===== config.mk =====
export PLATFORM = sky130hd
export DESIGN_NAME = vga_timing_out
export DESIGN_NICKNAME = d
export VERILOG_FILES = /design/src/rtl/vga_timing_out.sv
export SDC_FILE = /design/constraint.sdc
export NUM_CORES = 1
export LEC_CHECK = 0
export CELL_PAD_IN_SITES_DETAIL_PLACEMENT = 1
export CELL_PAD_IN_SITES_GLOBAL_PLACEMENT = 1
export CORE_UTILIZATION = 31
export CTS_CLUSTER_SIZE = 8
export DETAILED_ROUTE_END_ITERATION = 10
export PLACE_DENSITY_LB_ADDON = 0.08
export SETUP_SLACK_MARGIN = 0.15
export SYNTH_ARGS = -nofsm -noshare
export SYNTH_HDL_FRONTEND = slang
export SYNTH_SLANG_ARGS = --single-unit

===== constraint.sdc =====
create_clock -name clk -period 2.4 [get_ports clk]
set_clock_uncertainty 0.1 [all_clocks]
set_input_delay 0.24 -clock clk [delete_from_list [all_inputs] [get_ports clk]]
set_output_delay 0.24 -clock clk [all_outputs]
set_load 0.005 [all_outputs]

===== src/rtl/vga_timing_out.sv =====
// -----------------------------------------------------------------------------
// vga_timing_out
//   Pixel-clock VGA timing generator and output stage. Produces the pixel
//   coordinates and draw enable that feed the drawing objects, then takes the
//   muxed 8-bit RRRGGGBB colour that comes back PIPE_DELAY cycles later and
//   drives the 4:4:4 DAC pins plus HS/VS. Sync and blank are run through a
//   PIPE_DELAY-stage delay line so that every pin output is mutually aligned.
//
// Ports
//   clk          in   pixel clock
//   resetN       in   async active-low reset
//   RGBIn        in   [7:0] muxed colour {R[2:0],G[2:0],B[1:0]}, valid
//                     PIPE_DELAY cycles after the matching pixelX/pixelY
//   pixelX       out  [10:0] horizontal count 0..H_TOTAL-1
//   pixelY       out  [10:0] vertical count 0..V_TOTAL-1
//   drawEnable   out  pixel is inside the active area (same cycle as pixelX/Y)
//   startOfFrame out  one-cycle pulse when the counters wrap to (0,0)
//   vgaR/G/B     out  [3:0] DAC colour, registered, zero while blanked
//   vgaHS/vgaVS  out  sync, registered, active level SYNC_POL
//   vgaBlank     out  1 outside the active area, aligned with vgaR/G/B
// -----------------------------------------------------------------------------
module vga_timing_out #(
    parameter int   H_ACTIVE   = 640,
    parameter int   H_FP       = 16,
    parameter int   H_SYNC     = 96,
    parameter int   H_BP       = 48,
    parameter int   V_ACTIVE   = 480,
    parameter int   V_FP       = 10,
    parameter int   V_SYNC     = 2,
    parameter int   V_BP       = 33,
    parameter int   PIPE_DELAY = 2,
    parameter logic SYNC_POL   = 1'b0
) (
    input  logic        clk,
    input  logic        resetN,
    input  logic [7:0]  RGBIn,
    output logic [10:0] pixelX,
    output logic [10:0] pixelY,
    output logic        drawEnable,
    output logic        startOfFrame,
    output logic [3:0]  vgaR,
    output logic [3:0]  vgaG,
    output logic [3:0]  vgaB,
    output logic        vgaHS,
    output logic        vgaVS,
    output logic        vgaBlank
);

    localparam int H_TOTAL = H_ACTIVE + H_FP + H_SYNC + H_BP;
    localparam int V_TOTAL = V_ACTIVE + V_FP + V_SYNC + V_BP;

    localparam logic [10:0] H_LAST   = 11'(H_TOTAL - 1);
    localparam logic [10:0] V_LAST   = 11'(V_TOTAL - 1);
    localparam logic [10:0] H_ACT    = 11'(H_ACTIVE);
    localparam logic [10:0] V_ACT    = 11'(V_ACTIVE);
    localparam logic [10:0] HS_FIRST = 11'(H_ACTIVE + H_FP);
    localparam logic [10:0] HS_LAST  = 11'(H_ACTIVE + H_FP + H_SYNC - 1);
    localparam logic [10:0] VS_FIRST = 11'(V_ACTIVE + V_FP);
    localparam logic [10:0] VS_LAST  = 11'(V_ACTIVE + V_FP + V_SYNC - 1);

    // Counters and frame pulse
    logic [10:0] h_cnt_q, h_cnt_d;
    logic [10:0] v_cnt_q, v_cnt_d;
    logic        sof_q, sof_d;

    // Raw per-pixel timing, derived from the counters only
    logic hs_act, vs_act, blank_raw, draw_en;

    // Delay line: stage 0 is one cycle behind the counters
    logic [PIPE_DELAY-1:0] hs_pipe_q, hs_pipe_d;
    logic [PIPE_DELAY-1:0] vs_pipe_q, vs_pipe_d;
    logic [PIPE_DELAY-1:0] blank_pipe_q, blank_pipe_d;

    // Output register
    logic [3:0] vga_r_q, vga_r_d;
    logic [3:0] vga_g_q, vga_g_d;
    logic [3:0] vga_b_q, vga_b_d;
    logic       hs_out_q, hs_out_d;
    logic       vs_out_q, vs_out_d;
    logic       blank_out_q, blank_out_d;

    logic hs_dly, vs_dly, blank_dly;

    always_comb begin
        // NOTE: every always_comb output gets a default first, so no path can
        // leave it unassigned and infer a latch.
        h_cnt_d = h_cnt_q + 11'd1;
        v_cnt_d = v_cnt_q;
        if (h_cnt_q == H_LAST) begin
            h_cnt_d = '0;
            v_cnt_d = (v_cnt_q == V_LAST) ? '0 : v_cnt_q + 11'd1;
        end
        // Registered, so it is high exactly while the counters read (0,0)
        // after a real wrap; reset release alone never produces a pulse.
        sof_d = (h_cnt_q == H_LAST) && (v_cnt_q == V_LAST);
    end

    assign draw_en   = (h_cnt_q < H_ACT) && (v_cnt_q < V_ACT);
    assign hs_act    = (h_cnt_q >= HS_FIRST) && (h_cnt_q <= HS_LAST);
    assign vs_act    = (v_cnt_q >= VS_FIRST) && (v_cnt_q <= VS_LAST);
    assign blank_raw = ~draw_en;

    always_comb begin
        hs_pipe_d       = hs_pipe_q;
        vs_pipe_d       = vs_pipe_q;
        blank_pipe_d    = blank_pipe_q;
        hs_pipe_d[0]    = hs_act;
        vs_pipe_d[0]    = vs_act;
        blank_pipe_d[0] = blank_raw;
        for (int i = 1; i < PIPE_DELAY; i++) begin
            hs_pipe_d[i]    = hs_pipe_q[i-1];
            vs_pipe_d[i]    = vs_pipe_q[i-1];
            blank_pipe_d[i] = blank_pipe_q[i-1];
        end
    end

    assign hs_dly    = hs_pipe_q[PIPE_DELAY-1];
    assign vs_dly    = vs_pipe_q[PIPE_DELAY-1];
    assign blank_dly = blank_pipe_q[PIPE_DELAY-1];

    always_comb begin
        blank_out_d = blank_dly;
        hs_out_d    = hs_dly ? SYNC_POL : ~SYNC_POL;
        vs_out_d    = vs_dly ? SYNC_POL : ~SYNC_POL;
        vga_r_d     = '0;
        vga_g_d     = '0;
        vga_b_d     = '0;
        if (!blank_dly) begin
            // Replicate the MSBs so full-scale 3/2-bit codes reach 4'hF.
            vga_r_d = {RGBIn[7:5], RGBIn[7]};
            vga_g_d = {RGBIn[4:2], RGBIn[4]};
            vga_b_d = {RGBIn[1:0], RGBIn[1:0]};
        end
    end

    // NOTE: state registers use non-blocking assignments so every flop samples
    // the pre-edge value of its neighbours, which is what makes the delay line
    // shift one stage per clock instead of collapsing.
    always_ff @(posedge clk or negedge resetN) begin
        if (!resetN) begin
            h_cnt_q      <= '0;
            v_cnt_q      <= '0;
            sof_q        <= 1'b0;
            // NOTE: the delay line is reset too (unlike a data buffer) because
            // its contents reach the sync/blank pins directly after release.
            hs_pipe_q    <= '0;
            vs_pipe_q    <= '0;
            blank_pipe_q <= '1;
            vga_r_q      <= '0;
            vga_g_q      <= '0;
            vga_b_q      <= '0;
            hs_out_q     <= ~SYNC_POL;
            vs_out_q     <= ~SYNC_POL;
            blank_out_q  <= 1'b1;
        end else begin
            h_cnt_q      <= h_cnt_d;
            v_cnt_q      <= v_cnt_d;
            sof_q        <= sof_d;
            hs_pipe_q    <= hs_pipe_d;
            vs_pipe_q    <= vs_pipe_d;
            blank_pipe_q <= blank_pipe_d;
            vga_r_q      <= vga_r_d;
            vga_g_q      <= vga_g_d;
            vga_b_q      <= vga_b_d;
            hs_out_q     <= hs_out_d;
            vs_out_q     <= vs_out_d;
            blank_out_q  <= blank_out_d;
        end
    end

    assign pixelX       = h_cnt_q;
    assign pixelY       = v_cnt_q;
    assign drawEnable   = draw_en;
    assign startOfFrame = sof_q;
    assign vgaR         = vga_r_q;
    assign vgaG         = vga_g_q;
    assign vgaB         = vga_b_q;
    assign vgaHS        = hs_out_q;
    assign vgaVS        = vs_out_q;
    assign vgaBlank     = blank_out_q;

endmodule


# --- After elaboration in Yosys (flattened, before gate mapping) ---
# Cells that the tools add are included.
word_totals:
  reg_bits: 44
  input_bits: 10
  output_inout_bits: 39
  elab_cells: 34
op_classes:
  n_addsub: 2
  magnitude_cmp: 6
  eq_ne: 2
  muxes: 7
  n_bitwise: 1
  n_reduce_logical: 4
ops:
  columns: ["cell", "count"]
  rows:
  - ["$add A11 B1 Y11 const B", 2]
  - ["$eq A11 B10 Y1 const B", 2]
  - ["$mux W11", 2]
  - ["$mux W4", 3]
  - ["$ge A11 B10 Y1 const B", 1]
  - ["$ge A11 B9 Y1 const B", 1]
  - ["$le A11 B10 Y1 const B", 1]
  - ["$le A11 B9 Y1 const B", 1]
  - ["$lt A11 B10 Y1 const B", 1]
  - ["$lt A11 B9 Y1 const B", 1]
  - ["$logic_and A1 B1 Y1", 4]
  - ["$mux W1", 2]
  - ["$not A1 Y1", 1]

# --- Longest topological paths before layout ---
depth:
  ltp_word: 3
  depth_mapped: 6
  mapped_depth_nobuf: 6

# --- Least setup slack after synthesis ---
# Ideal clock, no wire load.
synth_timing:
  kind: "register to register"
  startpoint: "register h_cnt_q[5] (netlist: pixelX[5])"
  endpoint: "register v_cnt_q[3] (netlist: pixelY[3])"
  setup_time_ps: 83
  arrival_ps: 1782
  required_ps: 2217
  setup_slack_ps: 436
  path_stages_with_launch: 5
  path_buffers: 0
  synth_period_minus_slack_ps: 1964
  cell_sequence: "dfrtp_1 -> or4_4 -> or3_4 -> or3_1 -> o21ai_0"
synth_between:
  elab_chain_len: 1
synth_lines:
  columns: ["item", "line_no", "rtl"]
  rows:
  - ["start, declared", "62", "logic [10:0] h_cnt_q, h_cnt_d;"]
  - ["start signal, assigned", "156", "h_cnt_q <= h_cnt_d;"]
  - ["$eq A11 B10 Y1", "89", "if (h_cnt_q == H_LAST) begin"]
  - ["end signal, assigned", "157", "v_cnt_q <= v_cnt_d;"]
  - ["end, declared", "63", "logic [10:0] v_cnt_q, v_cnt_d;"]
# Every way passes these cells.
# A chain may end at the register's enable or synchronous reset.

# --- Worst setup path in the final report ---
layout_timing:
  startpoint: "register v_cnt_q[6] (netlist: pixelY[6])"
  endpoint: "output port drawEnable"
layout_between:
  elab_chain_len: 2
layout_lines:
  columns: ["item", "line_no", "rtl"]
  rows:
  - ["$lt A11 B9 Y1", "98", "assign draw_en = (h_cnt_q < H_ACT) && (v_cnt_q < V_ACT);"]
  - ["$logic_and A1 B1 Y1", "98", null]
  - ["end, declared", "39", "output logic drawEnable,"]
# Every way passes these cells.

==> metrics.txt <==
worst slew pin tran 0.895 ns; cell chain of the critical path and3_1 > nand2_1 > nand3_1 > inv_1 > clkdlybuf4s50_1; vias in the first global route 1351; Syn Area/Cell 11.2 µm²; Top FF cell, synth dfrtp_1; Final setup viols 0; DP HPWL 3020 µm; Min-Delay Path Depth 0; clock slew at reported path FFs 0.08 ns; Critical Path Start Type flop; non-filler instance count after layout 273; RR Startpoint pixelX[5]; max-slew violations 0; CP required 2.06 ns; Yosys cell types 34; f_max 0.464 GHz; Syn Std Cell Area 0.00169 mm²; Post-synth EDFFs 0; commonest non-fill, non-tap cell in the layout clkdlybuf4s50_1; via count 1317; ant diodes 0; total global routing overflow 0; first-pass GRT wire length 6570 µm; DIE AREA 0.00574 mm²; Buf+Inv Stages, Crit Path 2; CP max stage cell clkdlybuf4s50_1; Iteration-0 DRC Markers 52; antenna violations before repair 0; Slew HR 0.403; RSZ-0062 raised after global routing true; Pwr Density 621 mW/mm²; detailed-route DRC error count 0; postcts setup bufs 0; final worst path period need 2.15 ns; Total GRT Usage 0.158; Boundary Pins 49; Fin. Hold Viols 0; critical path arrival 1.81 ns; commonest cells after routing, fill and taps aside 47 x clkdlybuf4s50_1, 34 x dfrtp_1, 10 x inv_1, 10 x nand3_1, 10 x nor2_1; CTS tree yes; Critical Path Sink Type primary output; Core ar. 0.00517 mm²; min-delay src vs_pipe_q[0]; CTS root buf clkbuf_8; Layout area overhead 42.8%; FF-to-FF setup slack 0.29 ns; ratio of cells with drive above 1 in the final layout 0.108; initial core utilization 0.326; Placed Instances 264; Synth warnings 0; status completed; Clk Latency, worst-skew pair 0.29 ns; I/O Buffers 48; crit share post-route 0.897; WS Path Type reg -> out; CP Max Fanout 7; Net Count, Synth 163; largest net degree at the start of global routing 41; sequential area share after synthesis 0.598; CP delay by family, top buffers and inverters; Post-Route WL 4100 µm; Worst VDD drop 0.283 mV; Post-Synthesis Cells 150; cell depth of the worst flop-to-flop path 4; hold path endpoint vs_pipe_q[1]; Synth async-reset ratio 1.00; Leakage 1.03 nW; Via-to-Cell Ratio 4.82; fill count 557; R2R Path End pixelY[3]; site row count 26; routability-driven placement congestion ratio 0.820; TritonCTS Buffers 5; Bufs on Longest Clock Path 2; WL/cell 15.0 µm; Die Span Y 75.7 µm; max_cap viols 0; CTS H-tree lvls 2; delay of the slowest critical-path stage 0.50 ns; Antenna Violating Nets Remaining 0; worst hold path class reg -> reg; setup_tns 0 ns; synthesized flop and latch total 40; clk sinks 40; DR pass1 iterations 4; Util after Layout 0.465; Die Width 75.7 µm; final net count 215
==> worst max-delay path by stage <==
stage	endpoint	start	slack, ns	cells after the start
after floorplan	pixelY[3]	pixelX[5]	0.44	4
after global placement	pixelY[7]	pixelX[5]	0.27	4
after detailed placement	pixelY[7]	pixelX[5]	0.25	4
after CTS	drawEnable	pixelY[6]	0.19	5
after global routing	drawEnable	pixelY[7]	0.13	5
final	drawEnable	pixelY[6]	0.25	5
==> where the power goes <==
part	switching, mW	total (mW)	internal (mW)	leakage [nW]
Combinational	0.0211	0.0539	0.0328	0.448
Clock	0.238	0.758	0.520	0.0784
Sequential	0.00259	0.683	0.680	0.506
==> per-stage QoR <==
| stage | setup slack (ns) | total power [mW] | hold WS (ns) | area (µm²) |
|---|---|---|---|---|
| after floorplan | 0.436 | 0.707 | -0.156 | 1690 |
| after global routing | 0.128 | 1.54 | 0.260 | 2410 |
| final | 0.246 | 1.49 | 0.254 | 2410 |
| after detailed placement | 0.254 | 0.751 | 0.236 | 2220 |
| after CTS | 0.192 | 1.51 | 0.254 | 2390 |
| after global placement | 0.270 | 0.750 | 0.232 | 2220 |
==> cells in the mapped netlist (2+ instances only) <==
| library cell | count | area, µm² |
|---|---|---|
| inv_1 | 10 | 37.5 |
| nor3_1 | 5 | 25.0 |
| nor2_1 | 10 | 37.5 |
| a31oi_1 | 2 | 12.5 |
| nand3_1 | 10 | 50.1 |
| nand4_1 | 8 | 50.1 |
| nand2_1 | 7 | 26.3 |
| xnor2_1 | 6 | 52.6 |
| a21oi_1 | 3 | 15.0 |
| dfstp_2 | 5 | 131 |
| and3_1 | 3 | 18.8 |
| or3_1 | 2 | 12.5 |
| o21ai_0 | 6 | 30.0 |
| ha_1 | 3 | 37.5 |
| buf_4 | 4 | 30.0 |
| nor4_1 | 2 | 12.5 |
| xor2_1 | 6 | 52.6 |
| dfrtp_1 | 35 | 876 |
| nor2b_1 | 8 | 50.1 |
==> cell families (layout without fill, tap and decap cells) <==
kind of cell / Yosys count / after routing / share of synthesized area
multiplexers: 2 / 2 / 0.0126
AO/OA/AOI/OAI: 14 / 14 / 0.0483
AND/OR/NAND/NOR: 63 / 63 / 0.212
buffers and inverters: 16 / 69 / 0.0453
XOR/XNOR: 12 / 12 / 0.0624
adder cells (fa/ha/maj): 3 / 3 / 0.0223
flip-flops: 40 / 40 / 0.598
==> sequential cells by signal, indices dropped and copies added (netlist names) <==
register      count
vgaVS             1
vs_pipe_q         2
vgaR              3
vgaG              3
vgaBlank          1
startOfFrame      1
hs_pipe_q         2
vgaB              2
vgaHS             1
pixelX           11
pixelY           11
blank_pipe_q      2
==> per-layer routing <==
layer,GRT usage,share of wire,vias to the layer above,wire (µm)
li1,-,-,619,-
met4,0.0535,0.012,0,48
met3,0.0410,0.055,6,225
met5,0,0,-,0
met1,0.197,0.44,653,1790
met2,0.266,0.50,39,2040
==> cell type report <==
| type | instances | area [µm²] | area share |
|---|---|---|---|
| Multi-Input combinational cell | 94 | 614 | 0.255 |
| Inverter | 10 | 37.5 | 0.0156 |
| Tap cell | 70 | 87.6 | 0.0364 |
| Timing Repair Buffer | 51 | 500 | 0.208 |
| Clock inverter | 3 | 90.1 | 0.0374 |
| Sequential cell | 40 | 1010 | 0.419 |
| Clock buffer | 5 | 68.8 | 0.0286 |
==> repair_timing <==
item,in CTS,in global routing
resized for setup,0,3
hold endpoints to repair,1,0
hold buffers,1,0
setup endpoints to repair,0,3
(Power assumes the default switching activity.)
